File: config.mk
export PLATFORM = sky130hd
export DESIGN_NAME = sha_sched
export DESIGN_NICKNAME = d
export VERILOG_FILES = /design/src/rtl/sha_sched.sv
export SDC_FILE = /design/constraint.sdc
export NUM_CORES = 1
export LEC_CHECK = 0
export CAP_MARGIN = 20
export CORE_ASPECT_RATIO = 1.5
export CORE_MARGIN = 2
export CORE_UTILIZATION = 42
export DETAILED_ROUTE_END_ITERATION = 8
export DONT_BUFFER_PORTS = 1
export PLACE_DENSITY = 0.65
export SYNTH_ARGS = -nofsm -noshare
export SYNTH_HDL_FRONTEND = slang
export SYNTH_SLANG_ARGS = --single-unit
File: constraint.sdc
create_clock -name clk -period 2.75 [get_ports clk]
set_clock_uncertainty 0.2 [all_clocks]
set_input_delay 0.55 -clock clk [delete_from_list [all_inputs] [get_ports clk]]
set_output_delay 0.55 -clock clk [all_outputs]
set_load 0.005 [all_outputs]
File: src/rtl/sha_sched.sv
//------------------------------------------------------------------------------
// Module   : sha_sched
// Brief    : Round-robin scheduler sharing one padder + SHA compression core
//            between NREQ requesters. Optional watchdog: SHA_SCHED_TIMEOUT_EN.
// Revision : 1.0
//------------------------------------------------------------------------------
`default_nettype none

module sha_sched #(
    parameter int NREQ = 4,
    parameter int BW   = 8,
    parameter int TMO  = 1024
) (
    input  logic              clk,
    input  logic              rst,
    input  logic [NREQ-1:0]   req,
    input  logic [NREQ*BW-1:0] req_nblk,
    output logic [NREQ-1:0]   grant,
    output logic [NREQ-1:0]   ack,
    output logic              err,
    output logic              busy,
    output logic              pad_enable,
    output logic              pad_function,
    input  logic              pad_ready,
    output logic              hash_start,
    output logic              hash_init,
    input  logic              hash_done
);

    localparam int IW = (NREQ > 1) ? $clog2(NREQ) : 1;
    localparam logic [IW:0]   c_nreq_w  = (IW+1)'(NREQ);
    localparam logic [IW-1:0] c_last_rst = IW'(NREQ - 1);

    typedef enum logic [2:0] {
        S_IDLE  = 3'd0,
        S_PAD   = 3'd1,
        S_WPAD  = 3'd2,
        S_HASH  = 3'd3,
        S_WHASH = 3'd4,
        S_DONE  = 3'd5
    } state_t;

    state_t          r_state;
    state_t          w_next;

    logic [IW-1:0]   r_owner;
    logic [IW-1:0]   r_last;
    logic [IW-1:0]   w_pick;
    logic            w_found;
    logic [IW:0]     w_idx;

    logic [BW-1:0]   r_nblk;
    logic [BW-1:0]   r_blk_cnt;
    logic            r_first;
    logic [BW:0]     w_cnt_inc;
    logic            w_last_blk;
    logic            w_timeout;
    logic [NREQ-1:0] w_owner_oh;

    logic [BW-1:0]   w_nblk_arr [NREQ];

    generate
        for (genvar g = 0; g < NREQ; g++) begin : g_unpack
            assign w_nblk_arr[g] = req_nblk[g*BW +: BW];
        end
    endgenerate

    // Rotating-priority search: start just after the previous owner and wrap.
    always_comb begin
        w_found = 1'b0;
        w_pick  = '0;
        w_idx   = '0;
        for (int i = 1; i <= NREQ; i++) begin
            w_idx = {1'b0, r_last} + (IW+1)'(i);
            if (w_idx >= c_nreq_w) begin
                w_idx = w_idx - c_nreq_w;
            end
            if (!w_found && req[w_idx[IW-1:0]]) begin
                w_found = 1'b1;
                w_pick  = w_idx[IW-1:0];
            end
        end
    end

    // One extra bit so nblk = 2^BW-1 compares before the counter could wrap.
    assign w_cnt_inc  = {1'b0, r_blk_cnt} + (BW+1)'(1);
    assign w_last_blk = (w_cnt_inc == {1'b0, r_nblk});

    always_ff @(posedge clk or negedge rst) begin
        if (!rst) begin
            r_state <= S_IDLE;
        end else begin
            r_state <= w_next;
        end
    end

    always_comb begin
        w_next       = r_state;
        pad_enable   = 1'b0;
        pad_function = 1'b0;
        hash_start   = 1'b0;
        hash_init    = 1'b0;
        case (r_state)
            S_IDLE: begin
                if (w_found) begin
                    w_next = S_PAD;
                end
            end
            S_PAD: begin
                pad_enable   = 1'b1;
                pad_function = ~r_first;
                w_next       = S_WPAD;
            end
            S_WPAD: begin
                if (pad_ready) begin
                    w_next = S_HASH;
                end else if (w_timeout) begin
                    w_next = S_DONE;
                end
            end
            S_HASH: begin
                hash_start = 1'b1;
                hash_init  = r_first;
                w_next     = S_WHASH;
            end
            S_WHASH: begin
                if (hash_done) begin
                    w_next = w_last_blk ? S_DONE : S_PAD;
                end else if (w_timeout) begin
                    w_next = S_DONE;
                end
            end
            S_DONE: begin
                w_next = S_IDLE;
            end
            default: begin
                w_next = S_IDLE;
            end
        endcase
    end

    always_ff @(posedge clk or negedge rst) begin
        if (!rst) begin
            r_owner   <= '0;
            r_last    <= c_last_rst;
            r_nblk    <= '0;
            r_blk_cnt <= '0;
            r_first   <= 1'b1;
        end else begin
            case (r_state)
                S_IDLE: begin
                    if (w_found) begin
                        r_owner   <= w_pick;
                        r_nblk    <= (w_nblk_arr[w_pick] == '0) ? BW'(1) : w_nblk_arr[w_pick];
                        r_blk_cnt <= '0;
                        r_first   <= 1'b1;
                    end
                end
                S_HASH: begin
                    r_first <= 1'b0;
                end
                S_WHASH: begin
                    if (hash_done) begin
                        r_blk_cnt <= w_cnt_inc[BW-1:0];
                    end
                end
                S_DONE: begin
                    r_last <= r_owner;
                end
                default: begin
                end
            endcase
        end
    end

    assign w_owner_oh = {{(NREQ-1){1'b0}}, 1'b1} << r_owner;
    assign grant      = (r_state != S_IDLE) ? w_owner_oh : '0;
    assign ack        = (r_state == S_DONE) ? w_owner_oh : '0;
    assign busy       = (r_state != S_IDLE);

`ifdef SHA_SCHED_TIMEOUT_EN
    localparam int WW = (TMO > 2) ? $clog2(TMO) : 1;
    localparam logic [WW-1:0] c_wd_last = WW'(TMO - 1);

    logic [WW-1:0] r_wd;
    logic          r_err;

    assign w_timeout = (r_wd == c_wd_last);

    // Counter sits at zero outside the wait states, so every wait starts from 0.
    always_ff @(posedge clk or negedge rst) begin
        if (!rst) begin
            r_wd  <= '0;
            r_err <= 1'b0;
        end else begin
            if (r_state == S_WPAD || r_state == S_WHASH) begin
                r_wd <= r_wd + WW'(1);
            end else begin
                r_wd <= '0;
            end
            r_err <= w_timeout &&
                     ((r_state == S_WPAD && !pad_ready) ||
                      (r_state == S_WHASH && !hash_done));
        end
    end

    assign err = r_err;
`else
    logic w_unused_tmo;
    assign w_unused_tmo = (TMO > 0);
    assign w_timeout    = 1'b0;
    assign err          = 1'b0;
`endif

endmodule

`default_nettype wire

==> impl_metrics.py, run 1 <==
metrics = {
    "synthesis": {
        "avgSynthCellArea_sq_um": 8.85,
        "synth_top_family_by_area": "simple AND/OR/NAND/NOR gates",
        "synth_mux_area_share_pct": 18.8,
        "synth_simple_gate_area_share_pct": 22.6,
        "netlist_instances": 185,
        "yosysWarnings": 0,
        "synth_compound_area_share_pct": 10.1,
        "synth-adder-area-share_pct": 0.764,
        "async_flop_share_pct": 100,
        "seq_area_frac_synth_pct": 36.9,
        "synth_flop_cell": "dfrtp_1",
        "syn_nets": 226,
        "synth_xor_area_share_pct": 8.02,
        "ys_types": 36,
        "synth_edf_count": 0,
        "netlist_area_sq_um": 1640,
        "ys_ff_latch": 24,
    },
    "power_and_ir_drop": {
        "power_frac_seq_pct": 36.6,
        "comb_power_share_pct": 45.6,
        "switchingPower_w": 0.000723,
        "p_sw_share_pct": 40.7,
        "ir_drop_mv": 0.631,
        "clockPowerShare_pct": 17.8,
        "power.leakage_nw": 0.808,
        "power_density_nw_per_um2": 992,
        "p_int_w": 0.00105,
    },
    "global_routing": {
        "grt_overflow": 0,
        "antenna_found_initial": 0,
        "use_met3_pct": 2.42,
        "grt_pass1_vias": 1348,
        "met1_usage_pct": 21.4,
        "track_usage_pct": 18.5,
        "grt_start_max_net_pins": 25,
        "grt_pass1_wl_mm": 6.02,
        "grt-busiest-layer": "met2",
        "met2_usage_pct": 32.5,
    },
    "timing": {
        "tightest_slew_ps": 592,
        "finalSetupViolCount": 0,
        "hold_slack_ps": 235,
        "finalHoldViolCount": 0,
        "fin_tns_setup_ps": 0,
        "relSlewSlack_pct": 60.4,
        "rsz0062_at_grt": "no",
        "drv_slew": 0,
        "period_share_pct": 90.3,
        "fmax_mhz": 403,
        "finalCriticalPeriod_ps": 2480,
    },
    "clock_tree": {
        "cts_tree": "built",
        "cts_resized": 0,
        "clk_pin_slew_ps": 90,
        "numCtsBuffers": 3,
        "cts_sinks": 24,
        "root_buffer": "clkbuf_8",
        "htree_levels": 1,
        "clock_path_buffers": 2,
        "clk_latency_ps": 280,
    },
    "layout": {
        "n_antenna_cell": 0,
        "final_common_cell": "nand2_1",
        "fillers": 375,
        "final_layout_size_suffix_gt1_share_pct": 10.7,
        "mostFrequentLayoutCells": "nand2_1, mux2i_1, dfrtp_1, nor2_1, o21ai_0",
        "final_cells": 230,
        "seq_area_sq_um": 604,
        "final_nets": 229,
        "area_growth_pct": 9.32,
        "multi_input_area_sq_um": 997,
    },
    "critical_path": {
        "arrival_ps": 2500,
        "cp-end-kind": "register",
        "worst_r2r_path_depth": 7,
        "r2r-end": "r_nblk[0]",
        "cp-start-kind": "register",
        "worstPathMaxFanout": 17,
        "rr_startpoint": "r_last[1]",
        "reg2reg_slack_ps": 270,
        "worstSetupPathType": "reg -> reg",
        "cp_data_required_time_ps": 2760,
    },
    "die": {
        "die_x_um": 55.0,
        "die_y_um": 80.5,
        "rows": 27,
        "dieArea_sq_um": 4430,
        "initial_core_util_pct": 44.1,
        "io_pins": 54,
        "coreArea_sq_um": 3720,
    },
    "route": {
        "drt_iter0_markers": 25,
        "wirelength_mm": 3.71,
        "routedWlPerCell_um": 16.1,
        "drc": 0,
        "routed_via_density": 5.53,
        "drt_first_pass_iters": 4,
        "vias": 1273,
        "antenna_left": 0,
    },
    "min_path": {
        "hold_path_depth": 2,
        "hold_class": "in -> reg",
        "min-delay-start": "pad_ready",
        "worstHoldEndpoint": "r_state[0]",
    },
    "flow_run": {
        "cap_violations": 0,
    },
    "placed_design": {
        "dp_cells": 224,
        "hpwl_mm": 2.89,
        "port_buffers": 0,
        "routabilityCongestion": 0.842,
    },
    "status": {
        "outcome": "completed",
    },
}
==> power groups by stage <==
stage | clock network, W | registers, W | logic, W
final | 0.000316 | 0.000651 | 0.000810
after global routing | 0.000330 | 0.000670 | 0.000915
after CTS | 0.000319 | 0.000650 | 0.000813
after detailed placement | 0 | 0.000658 | 0.000801
after global placement | 0 | 0.000646 | 0.000776
after floorplan | 0 | 0.000589 | 0.000702
==> worst max-delay path: stages, from the launching register on <==
cell and delay (ps):
dfstp_2 590, nand3b_1 120, a31oi_2 190, buf_4 300, mux2i_1 230, mux2i_1 110, or4_1 520, o21ai_1 150
==> stage by stage <==
stage          cell area, sq um  total power, W  worst slack, ps  utilization, %
5_1_grt                    1790         0.00191              112            48.2
3_3_place_gp               1680         0.00142              396            45.3
2_1_floorplan              1640         0.00129              449               -
3_5_place_dp               1680         0.00146              279            45.3
4_1_cts                    1760         0.00178              261            47.4
6_report                   1790         0.00178              266            48.2
==> how the worst max path moves through the flow <==
stage,slack (ps),cells after the start,to,from
floorplan,450,8,r_nblk[0],req[1]
detailed placement,280,7,r_nblk[0],r_last[1]
global route,110,7,r_nblk[0],r_last[1]
global placement,400,7,r_nblk[0],req[1]
CTS,260,7,r_nblk[0],r_last[1]
finish,270,7,r_nblk[0],r_last[1]
==> synthesized netlist by cell type, types with 3 or more instances <==
library cell	count	share of area (%)
nand2b_1	5	1.9
o21ai_1	3	0.92
nand3_1	3	0.92
dfstp_2	3	4.8
o21ai_0	12	3.7
nor2_1	16	3.7
a31oi_1	3	1.1
mux2_2	6	4.1
nand2_1	36	8.3
nor3_1	4	1.2
xnor2_1	11	5.9
xor2_1	4	2.1
mux2i_1	24	15
clkbuf_1	3	0.69
dfrtp_1	21	32
inv_1	3	0.69
==> registers in the layout, summed over array words and instances, names as in the netlist <==
| register | cells |
|---|---|
| r_state | 3 |
| r_owner | 2 |
| r_first | 1 |
| r_nblk | 8 |
| r_last | 2 |
| r_blk_cnt | 8 |
==> layout make-up <==
class	count	area share, %
clock buffers	3	2.31
clock inverters	1	1.68
inverters	3	0.629
multi-input cells	152	55.7
flip-flops and latches	24	33.8
well taps	43	3.00
repair buffers	4	2.94
==> cells by family (layout without fill, tap and decap cells) <==
group / after synthesis / after routing
compound gates: 25 / 25
flops: 24 / 24
other cells: 1 / 1
xor+xnor: 15 / 15
simple gates: 80 / 80
fa+ha+maj: 1 / 1
mux: 30 / 30
buf+inv: 9 / 11
==> repair_timing <==
action / in CTS / in global routing
hold buffers: 1 / 0
endpoints found under the hold margin: 24 / 0
buffers inserted: 0 / 0
==> layer usage <==
metal  vias up  share of wire [%]
li1        637                  -
met1       601                 39
met2        30                 55
met3         5                3.8
met4         0                1.7
met5         -                  0
(Power assumes the default switching activity.)
==> inputs of run 2 (changes only) <==
ABC_AREA = 1   (was default)
==> run 2 against run 1 <==
- sequential share of layout area shrank 2.1 points
- routed wire length grew 11%
- via count grew 33%
- first-iteration DRC count grew 20%
- hold slack lost 13 ps
- area after synthesis grew 8.7%
- utilization shrank 2.0 points
- critical endpoint unchanged
==> impl_metrics.py, run 2 <==
metrics = {
    "status": {
        "outcome": "completed",
    },
    "power_and_ir_drop": {
        "comb_power_share_pct": 65.3,
        "p_sw_share_pct": 53.1,
        "p_int_w": 0.00119,
        "ir_drop_mv": 0.735,
        "switchingPower_w": 0.00134,
        "power_frac_seq_pct": 25.2,
        "power_density_nw_per_um2": 1320,
        "power.leakage_nw": 0.907,
        "clockPowerShare_pct": 9.4,
    },
    "route": {
        "antenna_left": 0,
        "drt_first_pass_iters": 4,
        "drt_iter0_markers": 30,
        "routed_via_density": 5.36,
        "routedWlPerCell_um": 13.0,
        "drc": 0,
        "wirelength_mm": 4.11,
        "vias": 1695,
    },
    "synthesis": {
        "synthTopCellsByCount": "nand2_1, nand3_1, inv_1, dfrtp_1, nor2_1",
        "syn_nets": 309,
        "seq_area_frac_synth_pct": 33.9,
        "synth-adder-area-share_pct": 0.703,
        "synth_edf_count": 0,
        "ys_ff_latch": 24,
        "netlist_area_sq_um": 1780,
        "netlist_instances": 268,
        "avgSynthCellArea_sq_um": 6.64,
        "synth_compound_area_share_pct": 9.91,
        "synth_flop_cell": "dfrtp_1",
        "yosysTopAreaCellShare_pct": 29.5,
        "synth_mux_area_share_pct": 0,
        "synth_top_area_cell": "dfrtp_1",
        "yosysMostFrequentCell": "nand2_1",
        "async_flop_share_pct": 100,
        "synth_top_family_by_area": "simple AND/OR/NAND/NOR gates",
        "synth_simple_gate_area_share_pct": 42.8,
        "yosysWarnings": 0,
        "synth_xor_area_share_pct": 4.92,
        "ys_types": 31,
        "yosys-top-cells-area": "dfrtp_1, nand2_1, nand3_1",
    },
    "die": {
        "initial_core_util_pct": 43.0,
        "die_x_um": 57.2,
        "die_y_um": 83.7,
        "io_pins": 54,
        "dieArea_sq_um": 4790,
        "coreArea_sq_um": 4140,
        "rows": 29,
    },
    "layout": {
        "n_antenna_cell": 0,
        "area_growth_pct": 7.31,
        "multi_input_area_sq_um": 1050,
        "mostFrequentLayoutCells": "nand2_1, nand3_1, inv_1, dfrtp_1, nor2_1",
        "final_cells": 316,
        "top_regs": "r_blk_cnt x8, r_nblk x8, r_state x3",
        "final_nets": 312,
        "final_common_cell": "nand2_1",
        "final_area_sq_um": 1910,
        "final_layout_size_suffix_gt1_share_pct": 9.26,
        "fillers": 444,
        "seq_area_sq_um": 604,
    },
    "critical_path": {
        "cp-start-kind": "register",
        "arrival_ps": 2470,
        "worstPathMaxFanout": 17,
        "worstSetupPathType": "reg -> reg",
        "cp_data_required_time_ps": 2750,
        "cp-end-kind": "register",
    },
    "timing": {
        "finalHoldViolCount": 0,
        "fmax_mhz": 404,
        "finalCriticalPeriod_ps": 2470,
        "fin_tns_setup_ps": 0,
        "finalSetupViolCount": 0,
        "drv_slew": 0,
        "rsz0062_at_grt": "no",
        "period_share_pct": 90.0,
    },
    "placed_design": {
        "hpwl_mm": 3.26,
        "place_area_sq_um": 1810,
        "routabilityCongestion": 0.838,
        "port_buffers": 0,
        "dp_cells": 310,
    },
    "clock_tree": {
        "htree_levels": 1,
        "cts_setup_buffers": 0,
        "cts_tree": "built",
        "cts_sinks": 24,
        "clk_latency_ps": 260,
        "clk_pin_slew_ps": 80,
        "root_buffer": "clkbuf_8",
        "numCtsBuffers": 3,
        "clock_path_buffers": 2,
    },
    "global_routing": {
        "grt_overflow": 0,
        "grt_pass1_vias": 1632,
        "antenna_found_initial": 0,
        "grt_start_max_net_pins": 25,
        "grt_pass1_wl_mm": 7.00,
        "track_usage_pct": 18.1,
    },
    "flow_run": {
        "cap_violations": 0,
    },
    "min_path": {
        "hold_class": "in -> reg",
    },
}
[run 2: changes by cell type after synthesis, sizes merged, moves of 4 or more]
cell and change:
inv +21, nor2 +5, mux2i -24, a21oi +5
xnor2 -5, nand2b -5, nand3 +39, nand2 +59
o22ai +4, mux2 -6
[run 2: cell type report]
class	count	share of cell area [%]
multi-input cells	214	55.0
inverters	24	4.72
flip-flops and latches	24	31.6
well taps	46	3.01
clock buffers	4	2.88
repair buffers	4	2.75
[run 2: cells by family after synthesis]
logic type / after synthesis
AND/OR/NAND/NOR: 171
AO/OA/AOI/OAI: 31
buffers and inverters: 30
flip-flops: 24
XOR/XNOR: 10
adder cells (fa/ha/maj): 1
other: 1
[run 2: worst paths after layout]
check | from | end | slack, ps | cells after the start
max | r_last[0] | r_nblk[0] | 280 | 16
min | hash_done | r_blk_cnt[1] | 220 | 2
max reg2reg | r_last[0] | r_nblk[0] | 280 | 16
min reg2reg | r_nblk[4] | r_nblk[4] | 310 | 2
max in group asynchronous | rst | r_blk_cnt[4] | 1450 | 2
min in group asynchronous | rst | r_owner[1] | 470 | 1
[run 2: metrics by stage]
step	hold slack (ps)	power, W	setup slack (ps)	util (%)
floorplan	54.4	0.00200	485	-
global placement	55.0	0.00227	292	43.7
detailed placement	55.1	0.00227	270	43.7
CTS	216	0.00253	244	45.3
global route	242	0.00285	2.43	46.2
finish	223	0.00253	275	46.2
[run 2: what timing repair did]
action                                  CTS  global route
endpoints found under the setup margin    0             1
resized for setup                         0             1
hold endpoints to repair                 24             0
hold buffers                              1             0
[run 2: power groups by stage]
stage               Combinational [W]  Sequential, W  Clock, W
floorplan                     0.00140       0.000597         0
global placement              0.00163       0.000642         0
detailed placement            0.00163       0.000644         0
CTS                           0.00164       0.000638  0.000248
global route                  0.00193       0.000661  0.000262
finish                        0.00165       0.000637  0.000238
[run 2: worst max-delay path, stage by stage, from the launching register on]
cell	delay, ps
dfstp_2	610
inv_2	110
nand2_1	70
nand2_1	80
nand2_1	90
nand2_2	70
nor2_4	100
nand3_2	150
nand2_8	170
nand2_4	140
nand2_1	90
nand3_1	60
nand2_1	120
nand2_1	60
nor2_1	90
nand2_1	70
a21oi_2	100
[run 2: metal layers]
metal  routed length, um  track usage (%)  part of all wire [%]
met5                   0                0                     0
met4                  57             7.19                   1.4
met3                 138             2.33                   3.4
met2                2290             33.3                    56
met1                1630             20.5                    40
==> inputs of run 3 (changes only) <==
CORE_UTILIZATION = 40   (was 42)
MAX_ROUTING_LAYER = met4   (was default)
PLACE_DENSITY = 0.63   (was 0.65)
==> run 3 against run 2 <==
- first-iteration DRC count unchanged
- hold slack worse by 9.2 ps
- critical path depth did not move
- critical path type unchanged
==> impl_metrics.py, run 3 (synthesized netlist as in run 2, its figures left out) <==
metrics = {
    "status": {
        "outcome": "completed",
    },
    "die": {
        "die_x_um": 58.5,
        "rows": 29,
        "initial_core_util_pct": 41.9,
        "die_y_um": 85.7,
        "io_pins": 54,
        "coreArea_sq_um": 4250,
        "dieArea_sq_um": 5010,
    },
    "critical_path": {
        "cp-end-kind": "register",
        "arrival_ps": 2470,
        "cp-start-kind": "register",
        "reg2reg_slack_ps": 300,
        "worstPathMaxFanout": 17,
        "worstSetupPathType": "reg -> reg",
        "rr_startpoint": "r_last[0]",
        "cp_data_required_time_ps": 2760,
        "r2r-end": "r_nblk[0]",
        "worst_r2r_path_depth": 16,
    },
    "global_routing": {
        "grt_overflow": 0,
        "antenna_found_initial": 0,
        "grt_pass1_wl_mm": 7.11,
        "grt_start_max_net_pins": 25,
        "grt_pass1_vias": 1651,
        "track_usage_pct": 18.4,
    },
    "route": {
        "wirelength_mm": 4.13,
        "drc": 0,
        "routed_via_density": 5.37,
        "vias": 1698,
        "routedWlPerCell_um": 13.1,
        "antenna_left": 0,
        "drt_iter0_markers": 30,
        "drt_first_pass_iters": 4,
    },
    "clock_tree": {
        "cts_sinks": 24,
        "cts_tree": "built",
        "numCtsBuffers": 3,
        "cts_resized": 0,
        "cts-hold-fix-buffers": 2,
        "root_buffer": "clkbuf_8",
        "cts_setup_buffers": 0,
        "clk_latency_ps": 270,
        "clk_pin_slew_ps": 90,
        "htree_levels": 1,
        "clock_path_buffers": 2,
    },
    "layout": {
        "top_regs": "r_blk_cnt x8, r_nblk x8, r_state x3",
        "final_cells": 316,
        "fillers": 453,
        "final_common_cell": "nand2_1",
        "n_antenna_cell": 0,
        "multi_input_area_sq_um": 1040,
        "seq_area_sq_um": 604,
        "final_layout_size_suffix_gt1_share_pct": 9.26,
        "area_growth_pct": 7.31,
        "mostFrequentLayoutCells": "nand2_1, nand3_1, inv_1, dfrtp_1, nor2_1",
        "final_nets": 312,
    },
    "timing": {
        "period_share_pct": 89.2,
        "finalSetupViolCount": 0,
        "finalCriticalPeriod_ps": 2450,
        "drv_slew": 0,
        "finalHoldViolCount": 0,
        "fin_tns_setup_ps": 0,
        "worst_slack_ps": 296,
        "rsz0062_at_grt": "no",
        "fmax_mhz": 408,
    },
    "placed_design": {
        "port_buffers": 0,
        "routabilityCongestion": 0.885,
        "dp_cells": 310,
        "pre_cts_slack_ps": 280,
        "hpwl_mm": 3.29,
    },
    "flow_run": {
        "cap_violations": 0,
    },
    "min_path": {
        "hold_class": "in -> reg",
        "worstHoldEndpoint": "r_blk_cnt[1]",
        "min-delay-start": "hash_done",
        "hold_path_depth": 2,
    },
    "power_and_ir_drop": {
        "ir_drop_mv": 0.678,
        "power.leakage_nw": 0.910,
        "power_density_nw_per_um2": 1360,
    },
}
[run 3: changes by cell type in the layout (fill, tap and decap cells not counted), sizes merged]
cell	previous run	this run
bufinv	0	1
clkbuf	4	3
[run 3: final cells by class]
cell class,instances,area share (%)
flip-flops and latches,24,31.6
well taps,46,3.01
repair buffers,4,2.36
clock buffers,3,2.16
clock inverters,1,1.57
multi-input cells,214,54.6
inverters,24,4.72
[run 3: worst max-delay path by stage]
stage,depth (start not counted),start,to
floorplan,18,r_last[1],r_nblk[0]
global placement,16,r_last[0],r_nblk[0]
detailed placement,16,r_last[0],r_nblk[0]
CTS,16,r_last[0],r_nblk[0]
global route,16,r_last[0],r_nblk[0]
finish,16,r_last[0],r_nblk[0]
[run 3: critical path: stages (launching register included)]
cell     delay [ps]
dfstp_2         600
inv_2           110
nand2_1          70
nand2_1          90
nand2_1          90
nand2_2          70
nor2_4          100
nand3_2         120
nand2_4         200
nand2_4         160
nand2_1          90
nand3_1          60
nand2_1         110
nand2_1          60
nor2_1           90
nand2_1          70
a21oi_2         100
[run 3: metrics by stage]
step | power [W] | hold slack [ps] | cell area, sq um | util [%]
finish | 0.00260 | 214 | 1910 | 45.0
global route | 0.00291 | 214 | 1910 | 45.0
CTS | 0.00263 | 210 | 1910 | 45.0
detailed placement | 0.00229 | 54.9 | 1810 | 42.6
global placement | 0.00227 | 55.0 | 1810 | 42.6
floorplan | 0.00200 | 54.4 | 1780 | -
[run 3: report_power, final]
part | internal [W] | switching, W
clock network | 0.000195 | 0.000125
logic | 0.000551 | 0.00109
registers | 0.000500 | 0.000136
total | 0.00125 | 0.00135
[run 3: metal layers]
layer,part of all wire [%],global-route usage [%],vias up
li1,-,-,889
met1,41,20.1,768
met2,55,33.6,33
met3,2.4,1.51,8
met4,1.6,6.77,0
met5,0,-,-
